### config.mk
export PLATFORM = sky130hd
export DESIGN_NAME = writeback_stage
export DESIGN_NICKNAME = d
export VERILOG_FILES = /design/src/rtl/wb_pkg.sv /design/src/rtl/load_align.sv /design/src/rtl/writeback_stage.sv
export SDC_FILE = /design/constraint.sdc
export NUM_CORES = 1
export LEC_CHECK = 0
export ABC_AREA = 1
export CAP_MARGIN = 10
export CORE_ASPECT_RATIO = 2
export CORE_UTILIZATION = 30
export DETAILED_ROUTE_END_ITERATION = 6
export GPL_TIMING_DRIVEN = 0
export PLACE_DENSITY = 0.65
export SYNTH_ARGS = -nofsm -noshare
export SYNTH_HDL_FRONTEND = slang
export SYNTH_SLANG_ARGS = --single-unit
### constraint.sdc
create_clock -name clk -period 1.9 [get_ports clk]
set_input_delay 0.19 -clock clk [delete_from_list [all_inputs] [get_ports clk]]
set_output_delay 0.19 -clock clk [all_outputs]
set_load 0.1 [all_outputs]
### src/rtl/wb_pkg.sv
// Shared types for the writeback stage: FSM states, load funct3 codes
// and the load misalignment rule.
package wb_pkg;

  typedef enum logic [1:0] {
    IDLE = 2'd0,
    REQ  = 2'd1,
    WAIT = 2'd2
  } wb_state_e;

  localparam logic [2:0] F3_LB  = 3'b000;
  localparam logic [2:0] F3_LH  = 3'b001;
  localparam logic [2:0] F3_LW  = 3'b010;
  localparam logic [2:0] F3_LBU = 3'b100;
  localparam logic [2:0] F3_LHU = 3'b101;

  // Unsupported encodings behave as LW, so they need word alignment.
  function automatic logic ld_misaligned(
    input logic [2:0] f3,
    input logic [1:0] off
  );
    logic m;
    case (f3)
      F3_LB, F3_LBU: m = 1'b0;
      F3_LH, F3_LHU: m = off[0];
      default:       m = (off != 2'b00);
    endcase
    return m;
  endfunction

endpackage

### src/rtl/load_align.sv
// Load data alignment: picks byte/halfword from a read word by offset
// and sign/zero-extends. Ports: word_i, off_i, funct3_i -> val_o.
module load_align
  import wb_pkg::*;
#(
  parameter int XLEN = 32
) (
  input  logic [XLEN-1:0] word_i,
  input  logic [1:0]      off_i,
  input  logic [2:0]      funct3_i,
  output logic [XLEN-1:0] val_o
);

  logic [7:0]  b;
  logic [15:0] h;

  always_comb begin
    b = word_i[7:0];
    unique case (off_i)
      2'd0: b = word_i[7:0];
      2'd1: b = word_i[15:8];
      2'd2: b = word_i[23:16];
      2'd3: b = word_i[31:24];
      default: b = word_i[7:0];
    endcase
    h = off_i[1] ? word_i[31:16] : word_i[15:0];
    case (funct3_i)
      F3_LB:   val_o = {{(XLEN-8){b[7]}}, b};
      F3_LBU:  val_o = {{(XLEN-8){1'b0}}, b};
      F3_LH:   val_o = {{(XLEN-16){h[15]}}, h};
      F3_LHU:  val_o = {{(XLEN-16){1'b0}}, h};
      default: val_o = word_i;
    endcase
  end

endmodule

### src/rtl/writeback_stage.sv
// Writeback stage: retires ALU results or runs a data-memory load, then
// drives the register file write port. Ports: in_* handshake from
// execute, mem_* load port, write_* regfile port, load_misaligned pulse.
// Optional macro WB_INSTRET_EN adds a 64-bit instret counter output.
module writeback_stage
  import wb_pkg::*;
#(
  parameter int XLEN = 32
) (
  input  logic            clk,
  input  logic            rst_n,
  input  logic            in_valid,
  output logic            in_ready,
  input  logic [4:0]      in_rd,
  input  logic [XLEN-1:0] in_result,
  input  logic            in_reg_write,
  input  logic            in_is_load,
  input  logic [2:0]      in_funct3,
  output logic            mem_req,
  output logic [XLEN-1:0] mem_addr,
  input  logic            mem_gnt,
  input  logic            mem_rvalid,
  input  logic [XLEN-1:0] mem_rdata,
  output logic [4:0]      write_reg,
  output logic [XLEN-1:0] write_data,
  output logic            reg_write_enable,
  output logic            load_misaligned
`ifdef WB_INSTRET_EN
  ,
  output logic [63:0]     instret
`endif
);

  wb_state_e state_q, state_d;

  logic [4:0]      rd_q;
  logic [2:0]      f3_q;
  logic [1:0]      off_q;
  logic [XLEN-1:0] addr_q;
  logic [4:0]      wreg_q;
  logic [XLEN-1:0] wdata_q;
  logic            we_q;
  logic            mis_q;
  logic [XLEN-1:0] ld_val;

  logic accept;
  logic mis;
  logic ld_done;

  assign accept  = in_valid && in_ready;
  assign mis     = ld_misaligned(in_funct3, in_result[1:0]);
  assign ld_done = (state_q == WAIT) && mem_rvalid;

  load_align #(.XLEN(XLEN)) u_align (
    .word_i   (mem_rdata),
    .off_i    (off_q),
    .funct3_i (f3_q),
    .val_o    (ld_val)
  );

  always_ff @(posedge clk) begin
    if (!rst_n) state_q <= IDLE;
    else        state_q <= state_d;
  end

  always_comb begin
    state_d = state_q;
    unique case (state_q)
      IDLE: if (accept && in_is_load && !mis) state_d = REQ;
      REQ:  if (mem_gnt) state_d = WAIT;
      WAIT: if (mem_rvalid) state_d = IDLE;
      default: state_d = IDLE;
    endcase
  end

  always_comb begin
    in_ready = 1'b0;
    mem_req  = 1'b0;
    unique case (state_q)
      IDLE: in_ready = 1'b1;
      REQ:  mem_req  = 1'b1;
      default: ;
    endcase
  end

  always_ff @(posedge clk) begin
    if (!rst_n) begin
      rd_q    <= '0;
      f3_q    <= '0;
      off_q   <= '0;
      addr_q  <= '0;
      wreg_q  <= '0;
      wdata_q <= '0;
      we_q    <= 1'b0;
      mis_q   <= 1'b0;
    end else begin
      we_q  <= 1'b0;
      mis_q <= 1'b0;
      if (accept) begin
        if (!in_is_load) begin
          wreg_q  <= in_rd;
          wdata_q <= in_result;
          we_q    <= in_reg_write && (in_rd != 5'd0);
        end else if (mis) begin
          mis_q <= 1'b1;
        end else begin
          rd_q   <= in_rd;
          f3_q   <= in_funct3;
          off_q  <= in_result[1:0];
          addr_q <= {in_result[XLEN-1:2], 2'b00};
        end
      end
      if (ld_done) begin
        wreg_q  <= rd_q;
        wdata_q <= ld_val;
        we_q    <= (rd_q != 5'd0);
      end
    end
  end

  assign mem_addr         = addr_q;
  assign write_reg        = wreg_q;
  assign write_data       = wdata_q;
  assign reg_write_enable = we_q;
  assign load_misaligned  = mis_q;

`ifdef WB_INSTRET_EN
  // nw_q marks a completion that produced neither strobe nor pulse,
  // aligned to the same cycle a strobe would have appeared.
  logic        nw_q;
  logic [63:0] instret_q;

  always_ff @(posedge clk) begin
    if (!rst_n) begin
      nw_q      <= 1'b0;
      instret_q <= '0;
    end else begin
      nw_q <= (accept && !in_is_load &&
               !(in_reg_write && (in_rd != 5'd0))) ||
              (ld_done && (rd_q == 5'd0));
      if (we_q || mis_q || nw_q) instret_q <= instret_q + 64'd1;
    end
  end

  assign instret = instret_q;
`endif

endmodule
# == Yosys cells after proc, flatten, opt, wreduce, memory -nomap -nowiden ==
# Cells that the tools add are included.
# W data, S select, Z words.
# word_totals
ff_bits,81
input_bits,79
output_inout_bits,73
word_cells,65
# op_classes
n_eq_ne,15
n_mux,20
bitwise,1
reduce_logical,20
# ops
operator,count
$pmux W32 S4,1
$mux W32,3
$pmux W8 S4,1
$mux W16,1
$mux W5,3
$eq A3 B3 Y1 const B,4
$reduce_bool A5 Y1,2
$reduce_and A3 Y1,3
$eq A2 B2 Y1 const B,3
$eq A3 B1 Y1 const B,2
$logic_not A3 Y1,2
$mux W1,6
$mux W2,3
$ne A2 B2 Y1 const B,3
$pmux W2 S3,1
$logic_and A1 B1 Y1,5
$eq A2 B1 Y1 const B,2
$logic_not A2 Y1,2
$reduce_bool A2 Y1,2
$reduce_or A2 Y1,2
$ne A2 B1 Y1 const B,1
$pmux W1 S2,1
$reduce_and A2 Y1,1
$logic_not A1 Y1,1
$not A1 Y1,1

# == Longest topological paths before layout ==
# Gate-level depths: netlist of the first run.
# depth
depth_word,7
mapped_depth,11
mapped_depth_nobuf,9

# == Cells and area by module ==
# A second synthesis of the first run with hierarchy kept.
# hier_totals
cells_unflattened,761
area_unflattened_um2,4779.6
# by_module_without_submodules
module,n_inst,cells_per_inst,area_per_inst_um2,seq_area_each_um2
writeback_stage,1,591,3856.2,1621.6
load_align,1,170,923.4,0.0

# == Worst setup path after synthesis of the first run ==
# Ideal clock, no wire load.
# synth_path
path_kind,register -> register
from,register state_q[0]
to,register state_q[0]
setup_ps,72
t_arrival_ps,2028
t_required_ps,1828
setup_slack_ps,-199
stages_incl_launch_ff,5
n_path_buf,0
synth_period_minus_slack_ps,2099
path_cell_list,dfxtp_1 inv_1 nor2_1 nand2_1 a21oi_1
# synth_between
elab_chain_cells,7
elab_cells_between_ends,12
cone_classes,5 x eq/ne; 2 x mux; 5 x reduce/logical
# synth_rtl
element,line_no,text
"start, declared",writeback_stage.sv:34,"wb_state_e state_q, state_d;"
"start signal, assigned",writeback_stage.sv:63,else state_q <= state_d;
$logic_not A2 Y1,"writeback_stage.sv:68, writeback_stage.sv:79",
$mux W1,writeback_stage.sv:79,unique case (state_q)
$logic_and A1 B1 Y1,writeback_stage.sv:50,assign accept = in_valid && in_ready;
$logic_and A1 B1 Y1 (2 in a row),writeback_stage.sv:69,IDLE: if (accept && in_is_load && !mis) state_d = REQ;
$ne A2 B2 Y1 (no source line),n/a,
$reduce_and A3 Y1 (no source line),n/a,
# Parallel ways exist; a longest one is shown, timed or not.
# A chain may end at the register's enable or synchronous reset.

# == Worst setup path in the final report of the first run ==
# layout_path
from,"register wdata_q[17], in the netlist write_data[17]"
to,output port write_data[17]
# layout_rtl
element,line_no,text
"start, declared",writeback_stage.sv:41,logic [XLEN-1:0] wdata_q;
"start signal, assigned",writeback_stage.sv:102,wdata_q <= in_result;
"start signal, assigned",writeback_stage.sv:115,wdata_q <= ld_val;
"end, declared",writeback_stage.sv:25,"output logic [XLEN-1:0] write_data,"
# No word-level cell between the ends.

==> tab_implementation.tex, run 1 <==
\begin{tabular}{lr}
\hline
Metric & Value \\
\hline
\multicolumn{2}{l}{\textbf{Status}} \\
\quad Outcome & finished, final reports clean \\
\multicolumn{2}{l}{\textbf{Placed design}} \\
\quad Post-placement cell count & 844 \\
\quad Total of buffers placed on input and output ports & 148 \\
\quad HPWL Detailed & 11900 µm \\
\quad Global placer's final weighted congestion & 0.858 \\
\multicolumn{2}{l}{\textbf{Synth}} \\
\quad Top cells by area in the synthesized netlist & sky130\_fd\_sc\_hd\_\_dfxtp\_1 (42\%), sky130\_fd\_sc\_hd\_\_a21oi\_1 (11\%), sky130\_fd\_sc\_hd\_\_nand2\_1 (10\%) \\
\quad Flip-flop and latch count after synthesis & 81 \\
\quad Mean area per synthesized cell & 7.14 µm² \\
\quad Synth warnings & 0 \\
\quad Synth unique cells & 35 \\
\quad Register area share after synthesis & 41.7\% \\
\quad Number of synthesized flops with an enable pin & 0 \\
\quad Mapped cell area & 0.00389 mm² \\
\quad Async set or reset register ratio after synthesis & 0\% \\
\quad Gate Count Post-Synth & 545 \\
\quad Cell type with the highest aggregate area in the netlist & sky130\_fd\_sc\_hd\_\_dfxtp\_1 \\
\quad Top flip-flop cell by instance count after synthesis & sky130\_fd\_sc\_hd\_\_dfxtp\_1 \\
\quad Post-synth top area share & 41.7\% \\
\multicolumn{2}{l}{\textbf{Layout}} \\
\quad Number of fill cells & 1372 \\
\quad Largest register FFs & 32 \\
\quad Layout cells sized above 1 & 8.59\% \\
\quad Number of antenna repair diodes & 0 \\
\quad Total number of nets in the final design & 784 \\
\quad Area growth from synthesis to layout & 48.2\% \\
\quad Register Area & 0.00162 mm² \\
\quad Multi-input logic area & 0.00185 mm² \\
\quad Non-filler cells, final & 860 \\
\quad Final core area utilization & 45.7\% \\
\multicolumn{2}{l}{\textbf{Die}} \\
\quad Starting utilization of the core area & 30.8\% \\
\quad X dimension of the die & 82.5 µm \\
\quad \# IOs & 152 \\
\quad Cell Rows & 58 \\
\quad Full die area & 0.0135 mm² \\
\quad Core box area & 0.0126 mm² \\
\quad Die outline height & 163 µm \\
\multicolumn{2}{l}{\textbf{Global route}} \\
\quad Grt ovf & 0 \\
\quad Vias in the first global route & 4230 \\
\quad Initial antenna violation count & 0 \\
\quad Global-route total usage across every layer & 23.0\% \\
\quad Maximum number of pins on one net before global-route repair & 13 \\
\quad Global-route wire length before repair & 22600 µm \\
\multicolumn{2}{l}{\textbf{Clock tree}} \\
\quad Clk\_lat worst skew & 340 ps \\
\quad Root buffer cell & sky130\_fd\_sc\_hd\_\_clkbuf\_16 \\
\quad Clock tree from TritonCTS & done \\
\quad Number of sinks handled by clock tree synthesis & 81 \\
\quad Number of H-tree levels & 3 \\
\quad Number of clock buffers inserted by TritonCTS & 9 \\
\quad Clock slew seen by the registers of the worst setup and hold paths & 60 ps \\
\quad Post-CTS setup buffer count & 0 \\
\quad Hold-fix buffers at CTS & 0 \\
\quad Deepest clock path buffer count & 2 \\
\multicolumn{2}{l}{\textbf{Timing}} \\
\quad Final max-slew violation count & 0 \\
\quad Worst relative slew slack & 31.2\% \\
\quad Final hold slack & 217 ps \\
\quad Setup-violating endpoint count in the final report & 0 \\
\quad Setup repair after global routing missed its margin & no \\
\quad Setup clock skew after layout & 4.40 ps \\
\quad Final worst path period share & 92.7\% \\
\quad Fmax achieved & 0.567 GHz \\
\quad Final TNS setup & 0 ps \\
\quad Transition time at the pin with the least slew margin & 1040 ps \\
\quad Final Hold Vio Count & 0 \\
\quad Final min period & 1760 ps \\
\multicolumn{2}{l}{\textbf{Run}} \\
\quad \# Max-Cap Violations & 0 \\
\multicolumn{2}{l}{\textbf{Worst setup path}} \\
\quad Crit. End Element & primary output \\
\quad Critical Path Slowest Stage Cell & sky130\_fd\_sc\_hd\_\_dlygate4sd2\_1 \\
\quad Combined buffer and inverter count along the critical path & 1 \\
\quad Critical path arrival & 1570 ps \\
\quad Largest fanout on the critical path & 2 \\
\quad CP Launch Type & register \\
\quad Required time of the critical path & 1710 ps \\
\quad Largest stage delay on the critical path & 910 ps \\
\quad Critical-path cell list & dlygate4sd2\_1 \\
\quad Worst setup path category & register to primary output \\
\quad Category of cells accounting for the largest share of critical-path delay & buffers and inverters \\
\multicolumn{2}{l}{\textbf{Power}} \\
\quad IR Drop Worst-Case VDD & 442 µV \\
\quad Leakage power total & 2.79 nW \\
\quad Power density normalized to cell area & 889 mW/mm² \\
\multicolumn{2}{l}{\textbf{Min path}} \\
\quad Class of the tightest hold or removal check & input pin to register \\
\multicolumn{2}{l}{\textbf{Detailed routing}} \\
\quad DR pass1 iterations & 4 \\
\quad Final wirelength & 14800 µm \\
\quad Total via count after detailed routing & 4279 \\
\quad Final ANT Viol Nets & 0 \\
\quad DRC violation count after routing & 0 \\
\quad First-iteration detailed-routing DRC count & 174 \\
\quad DR vias/cell & 4.98 \\
\quad WL per Instance & 17.2 µm \\
\hline
\end{tabular}
[area by class of cell]
| cell class | count | share of cell area [%] |
|---|---|---|
| repair buffers | 148 | 24.1 |
| flip-flops and latches | 81 | 28.1 |
| well taps | 150 | 3.25 |
| inverters | 47 | 3.06 |
| multi-input cells | 378 | 32.1 |
| clock buffers | 13 | 4.34 |
| clock inverters | 3 | 0.694 |
| plain buffers | 40 | 4.34 |
[cell families after synthesis]
family | after synthesis | synth area share (%)
buffers and inverters | 87 | 11.0
AND/OR/NAND/NOR | 190 | 22.0
other | 1 | 0.0963
flip-flops | 81 | 41.7
AO/OA/AOI/OAI | 186 | 25.3
[layer usage]
metal,vias to the layer above,share of wire [%],global-route usage (%)
met1,1984,36,24.0
li1,2132,-,-
met4,0,3.7,11.6
met5,-,0,0
met3,30,4.9,4.69
met2,133,55,41.8
[path summary, 6_finish.rpt]
path,from,endpoint,slack [ps],cells after the start
worst max-delay path,write_data[17],write_data[17],140,1
worst min-delay path,rst_n,write_data[13],220,3
worst max register to register,state_q[1],write_data[13],210,6
worst min register to register,write_data[5],write_data[5],470,2
[through the flow]
step	setup slack, ps	total power [W]	cell area (µm²)
2_1_floorplan	77.7	0.00299	3900
3_3_place_gp	-29.8	0.00348	5570
3_5_place_dp	-62.9	0.00349	5570
4_1_cts	16.2	0.00517	5770
5_1_grt	105	0.00530	5770
6_report	138	0.00513	5770
[report_power, final]
| group | internal [W] | leakage [nW] | total (W) | switching, W |
|---|---|---|---|---|
| Sequential | 0.00181 | 0.664 | 0.00187 | 0.0000592 |
| Combinational | 0.000392 | 1.98 | 0.00152 | 0.00113 |
| Clock | 0.00105 | 0.144 | 0.00174 | 0.000687 |
[placed cells by master (no fill, tap or decap), types with 2 or more instances in the layout]
cell,synthesis,final
sky130_fd_sc_hd__inv_2,4,4
sky130_fd_sc_hd__o21ai_1,31,31
sky130_fd_sc_hd__clkbuf_1,12,15
sky130_fd_sc_hd__nand2_1,104,104
sky130_fd_sc_hd__a21oi_1,82,82
sky130_fd_sc_hd__inv_1,43,43
sky130_fd_sc_hd__conb_1,1,2
sky130_fd_sc_hd__nor2_1,32,31
sky130_fd_sc_hd__buf_2,14,14
sky130_fd_sc_hd__nand3_1,39,39
sky130_fd_sc_hd__clkinv_2,0,2
sky130_fd_sc_hd__a22oi_1,8,8
sky130_fd_sc_hd__buf_6,8,8
sky130_fd_sc_hd__clkbuf_16,0,9
sky130_fd_sc_hd__clkdlybuf4s50_1,0,77
sky130_fd_sc_hd__nor2_2,1,2
sky130_fd_sc_hd__dlygate4sd2_1,0,69
sky130_fd_sc_hd__or2_2,3,3
sky130_fd_sc_hd__buf_4,6,6
sky130_fd_sc_hd__o21ai_0,53,53
sky130_fd_sc_hd__o211ai_1,3,3
sky130_fd_sc_hd__a31oi_1,4,4
sky130_fd_sc_hd__dfxtp_1,81,81
[synthesized netlist by cell type, types with 3 or more instances]
| cell type | number |
|---|---|
| sky130_fd_sc_hd__a21oi_1 | 82 |
| sky130_fd_sc_hd__a22oi_1 | 8 |
| sky130_fd_sc_hd__a31oi_1 | 4 |
| sky130_fd_sc_hd__buf_2 | 14 |
| sky130_fd_sc_hd__buf_4 | 6 |
| sky130_fd_sc_hd__buf_6 | 8 |
| sky130_fd_sc_hd__clkbuf_1 | 12 |
| sky130_fd_sc_hd__dfxtp_1 | 81 |
| sky130_fd_sc_hd__inv_1 | 43 |
| sky130_fd_sc_hd__inv_2 | 4 |
| sky130_fd_sc_hd__nand2_1 | 104 |
| sky130_fd_sc_hd__nand3_1 | 39 |
| sky130_fd_sc_hd__nor2_1 | 32 |
| sky130_fd_sc_hd__o211ai_1 | 3 |
| sky130_fd_sc_hd__o21ai_0 | 53 |
| sky130_fd_sc_hd__o21ai_1 | 31 |
| sky130_fd_sc_hd__or2_2 | 3 |
[timing repair]
action,CTS,global route
setup endpoints to repair,71,1
resized for setup,74,1
hold endpoints to repair,0,0
Power figures use the tool's default switching activity.
==> run 2, diff against run 1 <==
- PLACE_DENSITY: 0.65 -> 0.67
- clock period: 1.9 -> 1.55 ns (I/O delays scaled with it)
==> run 2 against run 1 <==
  * Die area stayed put
  * Clock skew hardly changed
  * Register-to-register slack worse by 160 ps
  * Final cell count is 0.70% higher
  * Count of clock-buffer cells in the layout is 1 lower
  * Global-route usage is 0.35 points lower
  * Combinational power is 28% higher
  * Critical path type is now register to register
  * Largest cell class unchanged
  * Highest routed layer unchanged
==> tab_implementation.tex, run 2 (synthesis gave the netlist of run 1 again) <==
\begin{tabular}{lr}
\hline
Metric & Value \\
\hline
\multicolumn{2}{l}{\textbf{Worst setup path}} \\
\quad Largest fanout on the critical path & 10 (was 2) \\
\quad Critical path's most frequent cell & sky130\_fd\_sc\_hd\_\_nand2\_1 \\
\quad Critical path arrival & 1780 ps (was 1570 ps) \\
\quad Worst setup startpoint & off\_q[1] (was write\_data[17]) \\
\quad Category of cells accounting for the largest share of critical-path delay & simple AND/OR/NAND/NOR gates (was buffers and inverters) \\
\quad Crit. End Element & register (was primary output) \\
\quad Worst setup path category & register to register (was register to primary output) \\
\quad Combined buffer and inverter count along the critical path & 3 (was 1) \\
\quad Critical-path cell list & buf\_6 -> inv\_2 -> nand2\_1 -> nand2\_1 -> nand3\_2 -> buf\_4 -> nand3\_1 -> nand2\_1 -> a21oi\_1 (was dlygate4sd2\_1) \\
\quad Launch point of the worst reg-to-reg path & off\_q[1] (was state\_q[1]) \\
\quad CP Launch Type & register (unchanged) \\
\quad Required time of the critical path & 1830 ps (was 1710 ps) \\
\quad Critical Path Slowest Stage Cell & sky130\_fd\_sc\_hd\_\_dfxtp\_1 (was sky130\_fd\_sc\_hd\_\_dlygate4sd2\_1) \\
\quad Largest stage delay on the critical path & 310 ps (was 910 ps) \\
\multicolumn{2}{l}{\textbf{Global route}} \\
\quad Global-route total usage across every layer & 22.6\% (was 23.0\%) \\
\quad Global-route wire length before repair & 22300 µm (was 22600 µm) \\
\quad Vias in the first global route & 4426 (was 4230) \\
\quad Maximum number of pins on one net before global-route repair & 14 (was 13) \\
\quad Grt ovf & 0 (unchanged) \\
\quad Initial antenna violation count & 1 (was 0) \\
\multicolumn{2}{l}{\textbf{Layout}} \\
\quad Register Area & 0.00163 mm² (was 0.00162 mm²) \\
\quad Multi-input logic area & 0.00188 mm² (was 0.00185 mm²) \\
\quad Largest register FFs & 32 (unchanged) \\
\quad Number of fill cells & 1292 (was 1372) \\
\quad Most frequent cells in the layout & sky130\_fd\_sc\_hd\_\_nand2\_1 (101), sky130\_fd\_sc\_hd\_\_a21oi\_1 (82), sky130\_fd\_sc\_hd\_\_dfxtp\_1 (79) (was sky130\_fd\_sc\_hd\_\_nand2\_1 (104), sky130\_fd\_sc\_hd\_\_a21oi\_1 (82), sky130\_fd\_sc\_hd\_\_dfxtp\_1 (81)) \\
\quad Final core area utilization & 47.8\% (was 45.7\%) \\
\quad Area growth from synthesis to layout & 55.1\% (was 48.2\%) \\
\quad Layout cells sized above 1 & 20.8\% (was 8.59\%) \\
\quad Most common library cell in the layout ignoring fill and taps & sky130\_fd\_sc\_hd\_\_nand2\_1 (unchanged) \\
\quad Total number of nets in the final design & 789 (was 784) \\
\multicolumn{2}{l}{\textbf{Timing}} \\
\quad Fmax achieved & 0.665 GHz \\
\quad Final min period & 1500 ps \\
\quad Setup repair after global routing missed its margin & yes (was no) \\
\quad Final worst path period share & 97.0\% \\
\quad Final critical-path setup slack & 45.9 ps (was 138 ps) \\
\quad Final max-slew violation count & 0 (unchanged) \\
\quad Worst relative slew slack & 61.1\% (was 31.2\%) \\
\quad Setup clock skew after layout & 4.18 ps (was 4.40 ps) \\
\quad Setup-violating endpoint count in the final report & 0 (unchanged) \\
\quad Transition time at the pin with the least slew margin & 587 ps (was 1040 ps) \\
\quad Final Hold Vio Count & 0 (unchanged) \\
\multicolumn{2}{l}{\textbf{Clock tree}} \\
\quad Clk\_lat worst skew & 350 ps (was 340 ps) \\
\quad Number of H-tree levels & 3 (unchanged) \\
\quad Clock tree from TritonCTS & done (unchanged) \\
\quad Deepest clock path buffer count & 2 (unchanged) \\
\quad Clock slew seen by the registers of the worst setup and hold paths & 60 ps (about the same) \\
\quad Root buffer cell & sky130\_fd\_sc\_hd\_\_clkbuf\_16 (unchanged) \\
\quad Number of sinks handled by clock tree synthesis & 81 (unchanged) \\
\quad Number of clock buffers inserted by TritonCTS & 9 (unchanged) \\
\multicolumn{2}{l}{\textbf{Detailed routing}} \\
\quad DR vias/cell & 5.04 (was 4.98) \\
\quad Final ANT Viol Nets & 0 (unchanged) \\
\quad DR pass1 iterations & 5 (was 4) \\
\quad WL per Instance & 16.9 µm (was 17.2 µm) \\
\quad DRC violation count after routing & 0 (unchanged) \\
\quad First-iteration detailed-routing DRC count & 219 (was 174) \\
\quad Total via count after detailed routing & 4362 (was 4279) \\
\quad Final wirelength & 14700 µm (was 14800 µm) \\
\multicolumn{2}{l}{\textbf{Die}} \\
\quad Starting utilization of the core area & 30.8\% (unchanged) \\
\quad X dimension of the die & 82.5 µm (unchanged) \\
\quad Die outline height & 163 µm (unchanged) \\
\quad \# IOs & 152 (unchanged) \\
\quad Core box area & 0.0126 mm² (unchanged) \\
\quad Full die area & 0.0135 mm² (unchanged) \\
\quad Cell Rows & 58 (unchanged) \\
\multicolumn{2}{l}{\textbf{Placed design}} \\
\quad Global placer's final weighted congestion & 0.921 (was 0.858) \\
\quad HPWL Detailed & 11500 µm (was 11900 µm) \\
\quad Pre-CTS worst setup slack & -376 ps (was -62.9 ps) \\
\quad Total of buffers placed on input and output ports & 148 (unchanged) \\
\multicolumn{2}{l}{\textbf{Power}} \\
\quad Power density normalized to cell area & 1060 mW/mm² (was 889 mW/mm²) \\
\quad Leakage power total & 2.58 nW (was 2.79 nW) \\
\quad IR Drop Worst-Case VDD & 601 µV (was 442 µV) \\
\multicolumn{2}{l}{\textbf{Min path}} \\
\quad Class of the tightest hold or removal check & input pin to register (unchanged) \\
\quad Worst hold start & rst\_n (unchanged) \\
\multicolumn{2}{l}{\textbf{Status}} \\
\quad Outcome & finished, final reports clean (unchanged) \\
\multicolumn{2}{l}{\textbf{Run}} \\
\quad \# Max-Cap Violations & 0 (unchanged) \\
\hline
\end{tabular}
-- run 2: cell types whose count changed in the layout (fill, tap and decap cells not counted), moves of 3 or more --
| cell | before | now |
|---|---|---|
| sky130_fd_sc_hd__dlygate4sd2_1 | 69 | 0 |
| sky130_fd_sc_hd__clkdlybuf4s15_2 | 1 | 69 |
| sky130_fd_sc_hd__buf_4 | 6 | 12 |
| sky130_fd_sc_hd__buf_2 | 14 | 10 |
| sky130_fd_sc_hd__clkbuf_1 | 15 | 11 |
| sky130_fd_sc_hd__clkbuf_4 | 0 | 4 |
| sky130_fd_sc_hd__clkinvlp_4 | 0 | 3 |
| sky130_fd_sc_hd__nand2_1 | 104 | 101 |
| sky130_fd_sc_hd__nand2_2 | 1 | 4 |
-- run 2: area by class of cell --
| class | count | share of cell area [%] |
|---|---|---|
| antenna | 1 | 0.0414 |
| timing repair buffer | 153 | 26.5 |
| inverter | 47 | 2.92 |
| tap | 150 | 3.11 |
| clock inverter | 4 | 0.870 |
| sequential | 81 | 26.9 |
| clock buffer | 12 | 4.08 |
| multi-input combinational | 378 | 31.1 |
| buffer | 40 | 4.48 |
-- run 2: worst register-to-register path: cells and delay by family (launching register included) --
kind,cells,cell delay [ps]
simple gates,5,560
compound gates,1,130
buf+inv,3,440
flops,1,310
-- run 2: per-stage QoR --
step                      instance area, µm²  setup TNS [ps]  power [W]  hold WS (ps)  cells
after floorplan                         3910               0    0.00366           284    546
after global placement                  5580          -16390    0.00426           463    844
after detailed placement                5580          -17460    0.00428           464    844
after CTS                               5960               0    0.00639           199    860
after global routing                    6040            -555    0.00663           231    866
final                                   6040               0    0.00640           199    866
-- run 2: path summary, 6_finish.rpt --
| kind | cells past startpoint | slack [ps] | end |
|---|---|---|---|
| worst min-delay path | 3 | 200 | write_data[12] |
| worst min register to register | 2 | 470 | write_data[4] |
| worst max-delay path | 9 | 50 | write_data[28] |
| worst max register to register | 9 | 50 | write_data[28] |
-- run 2: metal layers --
metal | global-route usage [%] | up-vias | wire (µm)
li1 | - | 2148 | -
met1 | 21.9 | 2006 | 4990
met2 | 39.9 | 158 | 7850
met3 | 5.47 | 50 | 905
met4 | 16.5 | 0 | 905
met5 | 0 | - | 0
-- run 2: report_power, final --
group          internal [W]  total, W  switching [W]
registers           0.00222   0.00229      0.0000762
logic              0.000550   0.00194        0.00139
clock network       0.00129   0.00217       0.000873
-- run 2: repair_timing --
| item | 4_1_cts | 5_1_grt |
|---|---|---|
| hold buffers | 0 | 0 |
| resized for setup | 222 | 18 |
| setup buffers | 0 | 5 |
| setup endpoints to repair | 127 | 70 |
| pin swaps | 0 | 5 |
==> run 3, diff against run 2 <==
- PLACE_DENSITY: 0.67 -> unset
==> run 3 against run 2 <==
  * Critical path depth shrank 2
  * Clock skew is 6.4 ps higher
  * Power shrank 0.98%
==> tab_implementation.tex, run 3 (synthesis gave the netlist of run 1 again) <==
\begin{tabular}{lr}
\hline
Metric & Value \\
\hline
\multicolumn{2}{l}{\textbf{Detailed routing}} \\
\quad Total via count after detailed routing & 4387 (was 4362) \\
\quad DR vias/cell & 5.04 (about the same) \\
\quad First-iteration detailed-routing DRC count & 266 (was 219) \\
\quad WL per Instance & 17.7 µm (was 16.9 µm) \\
\quad DRC violation count after routing & 0 (unchanged) \\
\quad DR pass1 iterations & 5 (unchanged) \\
\quad Final wirelength & 15400 µm (was 14700 µm) \\
\quad Final ANT Viol Nets & 0 (unchanged) \\
\multicolumn{2}{l}{\textbf{Layout}} \\
\quad Non-filler cells, final & 871 (was 866) \\
\quad Area growth from synthesis to layout & 58.1\% (was 55.1\%) \\
\quad Number of fill cells & 1316 (was 1292) \\
\quad Final core area utilization & 48.8\% (was 47.8\%) \\
\quad Largest register FFs & 32 (unchanged) \\
\quad Most frequent cells in the layout & sky130\_fd\_sc\_hd\_\_nand2\_1 (101), sky130\_fd\_sc\_hd\_\_a21oi\_1 (82), sky130\_fd\_sc\_hd\_\_dfxtp\_1 (79) (unchanged) \\
\quad Layout cells sized above 1 & 23.2\% (was 20.8\%) \\
\quad Number of antenna repair diodes & 0 (was 1) \\
\quad Most common library cell in the layout ignoring fill and taps & sky130\_fd\_sc\_hd\_\_nand2\_1 (unchanged) \\
\quad Total number of nets in the final design & 795 (was 789) \\
\multicolumn{2}{l}{\textbf{Clock tree}} \\
\quad Clock tree from TritonCTS & done (unchanged) \\
\quad Root buffer cell & sky130\_fd\_sc\_hd\_\_clkbuf\_16 (unchanged) \\
\quad Hold-fix buffers at CTS & 0 (unchanged) \\
\quad Number of sinks handled by clock tree synthesis & 81 (unchanged) \\
\quad Number of H-tree levels & 3 (unchanged) \\
\quad Clk\_lat worst skew & 350 ps (about the same) \\
\quad Clock slew seen by the registers of the worst setup and hold paths & 70 ps (was 60 ps) \\
\quad Number of clock buffers inserted by TritonCTS & 9 (unchanged) \\
\quad Deepest clock path buffer count & 2 (unchanged) \\
\multicolumn{2}{l}{\textbf{Power}} \\
\quad Leakage power total & 2.63 nW (was 2.58 nW) \\
\quad IR Drop Worst-Case VDD & 588 µV (was 601 µV) \\
\quad Power density normalized to cell area & 1030 mW/mm² (was 1060 mW/mm²) \\
\quad Tot Pwr & 0.00634 W (was 0.00640 W) \\
\multicolumn{2}{l}{\textbf{Timing}} \\
\quad Transition time at the pin with the least slew margin & 639 ps (was 587 ps) \\
\quad Setup repair after global routing missed its margin & yes (unchanged) \\
\quad Final worst path period share & 100\% (was 97.0\%) \\
\quad Setup clock skew after layout & 10.6 ps (was 4.18 ps) \\
\quad Fmax achieved & 0.645 GHz (was 0.665 GHz) \\
\quad Setup-violating endpoint count in the final report & 0 (unchanged) \\
\quad Final Hold Vio Count & 0 (unchanged) \\
\quad Final min period & 1550 ps (was 1500 ps) \\
\quad Worst relative slew slack & 57.4\% (was 61.1\%) \\
\quad Final max-slew violation count & 0 (unchanged) \\
\multicolumn{2}{l}{\textbf{Die}} \\
\quad X dimension of the die & 82.5 µm (unchanged) \\
\quad \# IOs & 152 (unchanged) \\
\quad Cell Rows & 58 (unchanged) \\
\quad Core box area & 0.0126 mm² (unchanged) \\
\quad Full die area & 0.0135 mm² (unchanged) \\
\quad Die outline height & 163 µm (unchanged) \\
\quad Starting utilization of the core area & 30.8\% (unchanged) \\
\multicolumn{2}{l}{\textbf{Worst setup path}} \\
\quad R2R Setup Slk & 0.3 ps (was 50 ps) \\
\quad CP Launch Type & register (unchanged) \\
\quad Launch point of the worst reg-to-reg path & state\_q[1] (was off\_q[1]) \\
\quad Required time of the critical path & 1780 ps (was 1830 ps) \\
\quad Combined buffer and inverter count along the critical path & 2 (was 3) \\
\quad Worst setup path category & register to register (unchanged) \\
\quad Critical path arrival & 1780 ps (about the same) \\
\quad Largest fanout on the critical path & 10 (unchanged) \\
\quad Critical Path Slowest Stage Cell & sky130\_fd\_sc\_hd\_\_dfxtp\_4 (was sky130\_fd\_sc\_hd\_\_dfxtp\_1) \\
\quad Reg-to-Reg End & off\_q[1] (was write\_data[28]) \\
\quad Largest stage delay on the critical path & 370 ps (was 310 ps) \\
\quad Critical-path cell list & nor3b\_4 -> nand2\_4 -> nor2\_8 -> inv\_4 -> buf\_8 -> o21ai\_1 -> a21oi\_1 (was buf\_6 -> inv\_2 -> nand2\_1 -> nand2\_1 -> nand3\_2 -> buf\_4 -> nand3\_1 -> nand2\_1 -> a21oi\_1) \\
\quad Crit. End Element & register (unchanged) \\
\quad Category of cells accounting for the largest share of critical-path delay & simple AND/OR/NAND/NOR gates (unchanged) \\
\quad Worst reg2reg path depth & 7 (was 9) \\
\multicolumn{2}{l}{\textbf{Global route}} \\
\quad Vias in the first global route & 4337 (was 4426) \\
\quad Maximum number of pins on one net before global-route repair & 15 (was 14) \\
\quad Grt ovf & 0 (unchanged) \\
\quad Global-route total usage across every layer & 22.9\% (was 22.6\%) \\
\quad Global-route wire length before repair & 22400 µm (was 22300 µm) \\
\quad Initial antenna violation count & 0 (was 1) \\
\multicolumn{2}{l}{\textbf{Placed design}} \\
\quad HPWL Detailed & 11700 µm (was 11500 µm) \\
\quad Total of buffers placed on input and output ports & 148 (unchanged) \\
\quad Global placer's final weighted congestion & 0.867 (was 0.921) \\
\quad Post-placement cell count & 844 (unchanged) \\
\multicolumn{2}{l}{\textbf{Run}} \\
\quad \# Max-Cap Violations & 0 (unchanged) \\
\multicolumn{2}{l}{\textbf{Min path}} \\
\quad Number of cells on the worst hold path & 3 (unchanged) \\
\quad Endpoint with the worst hold slack & write\_data[12] (unchanged) \\
\quad Worst hold start & rst\_n (unchanged) \\
\quad Class of the tightest hold or removal check & input pin to register (unchanged) \\
\multicolumn{2}{l}{\textbf{Status}} \\
\quad Outcome & finished, final reports clean (unchanged) \\
\hline
\end{tabular}
## run 3: area by class of cell
class	count	area, µm²	share of cell area [%]
Buffer	40	288	4.67
Clock buffer	10	239	3.88
Clock inverter	6	43.8	0.711
Inverter	47	179	2.91
Multi-Input combinational cell	379	1940	31.5
Sequential cell	81	1630	26.4
Tap cell	150	188	3.05
Timing Repair Buffer	158	1650	26.8
## run 3: power breakdown
part	total [W]	internal (W)	switching [W]	leakage, nW
logic	0.00198	0.000567	0.00141	1.83
registers	0.00229	0.00222	0.0000794	0.665
clock network	0.00206	0.00113	0.000930	0.138
total	0.00634	0.00392	0.00242	2.63
## run 3: layer usage
layer	vias up	track usage, %	wire length [µm]
met5	-	0	0
met4	0	10.2	495
met3	28	4.02	762
met2	145	43.3	8610
met1	2049	23.2	5520
li1	2165	-	-
## run 3: how the worst max path moves through the flow
stage / startpoint / endpoint / depth (start not counted)
5_1_grt: state_q[1] / f3_q[1] / 7
3_3_place_gp: state_q[0] / mem_req / 3
4_1_cts: state_q[1] / f3_q[1] / 7
3_5_place_dp: state_q[0] / mem_req / 3
2_1_floorplan: state_q[1] / in_ready / 1
6_report: state_q[1] / off_q[1] / 7
## run 3: what timing repair did
action / CTS / global route
gates resized for setup: 223 / 44
hold endpoints to repair: 0 / 0
buffers inserted: 0 / 8
cloned: 0 / 3
pin swaps: 1 / 6
endpoints found under the setup margin: 139 / 74
## run 3: worst register-to-register path, delay by kind of cell, from the launching register on
family          cells  cell delay (ps)
buf+inv             2              230
flops               1              370
compound gates      2              170
simple gates        3              660
## run 3: metrics by stage
step / TNS [ps] / hold WS, ps / area [µm²] / worst slack, ps
floorplan: 0 / 284 / 3910 / 198
global placement: -19240 / 464 / 5580 / -356
detailed placement: -22890 / 469 / 5580 / -371
CTS: 0 / 184 / 5950 / 7.47
global route: -751 / 232 / 6160 / -60.4
finish: 0 / 194 / 6160 / 0.282
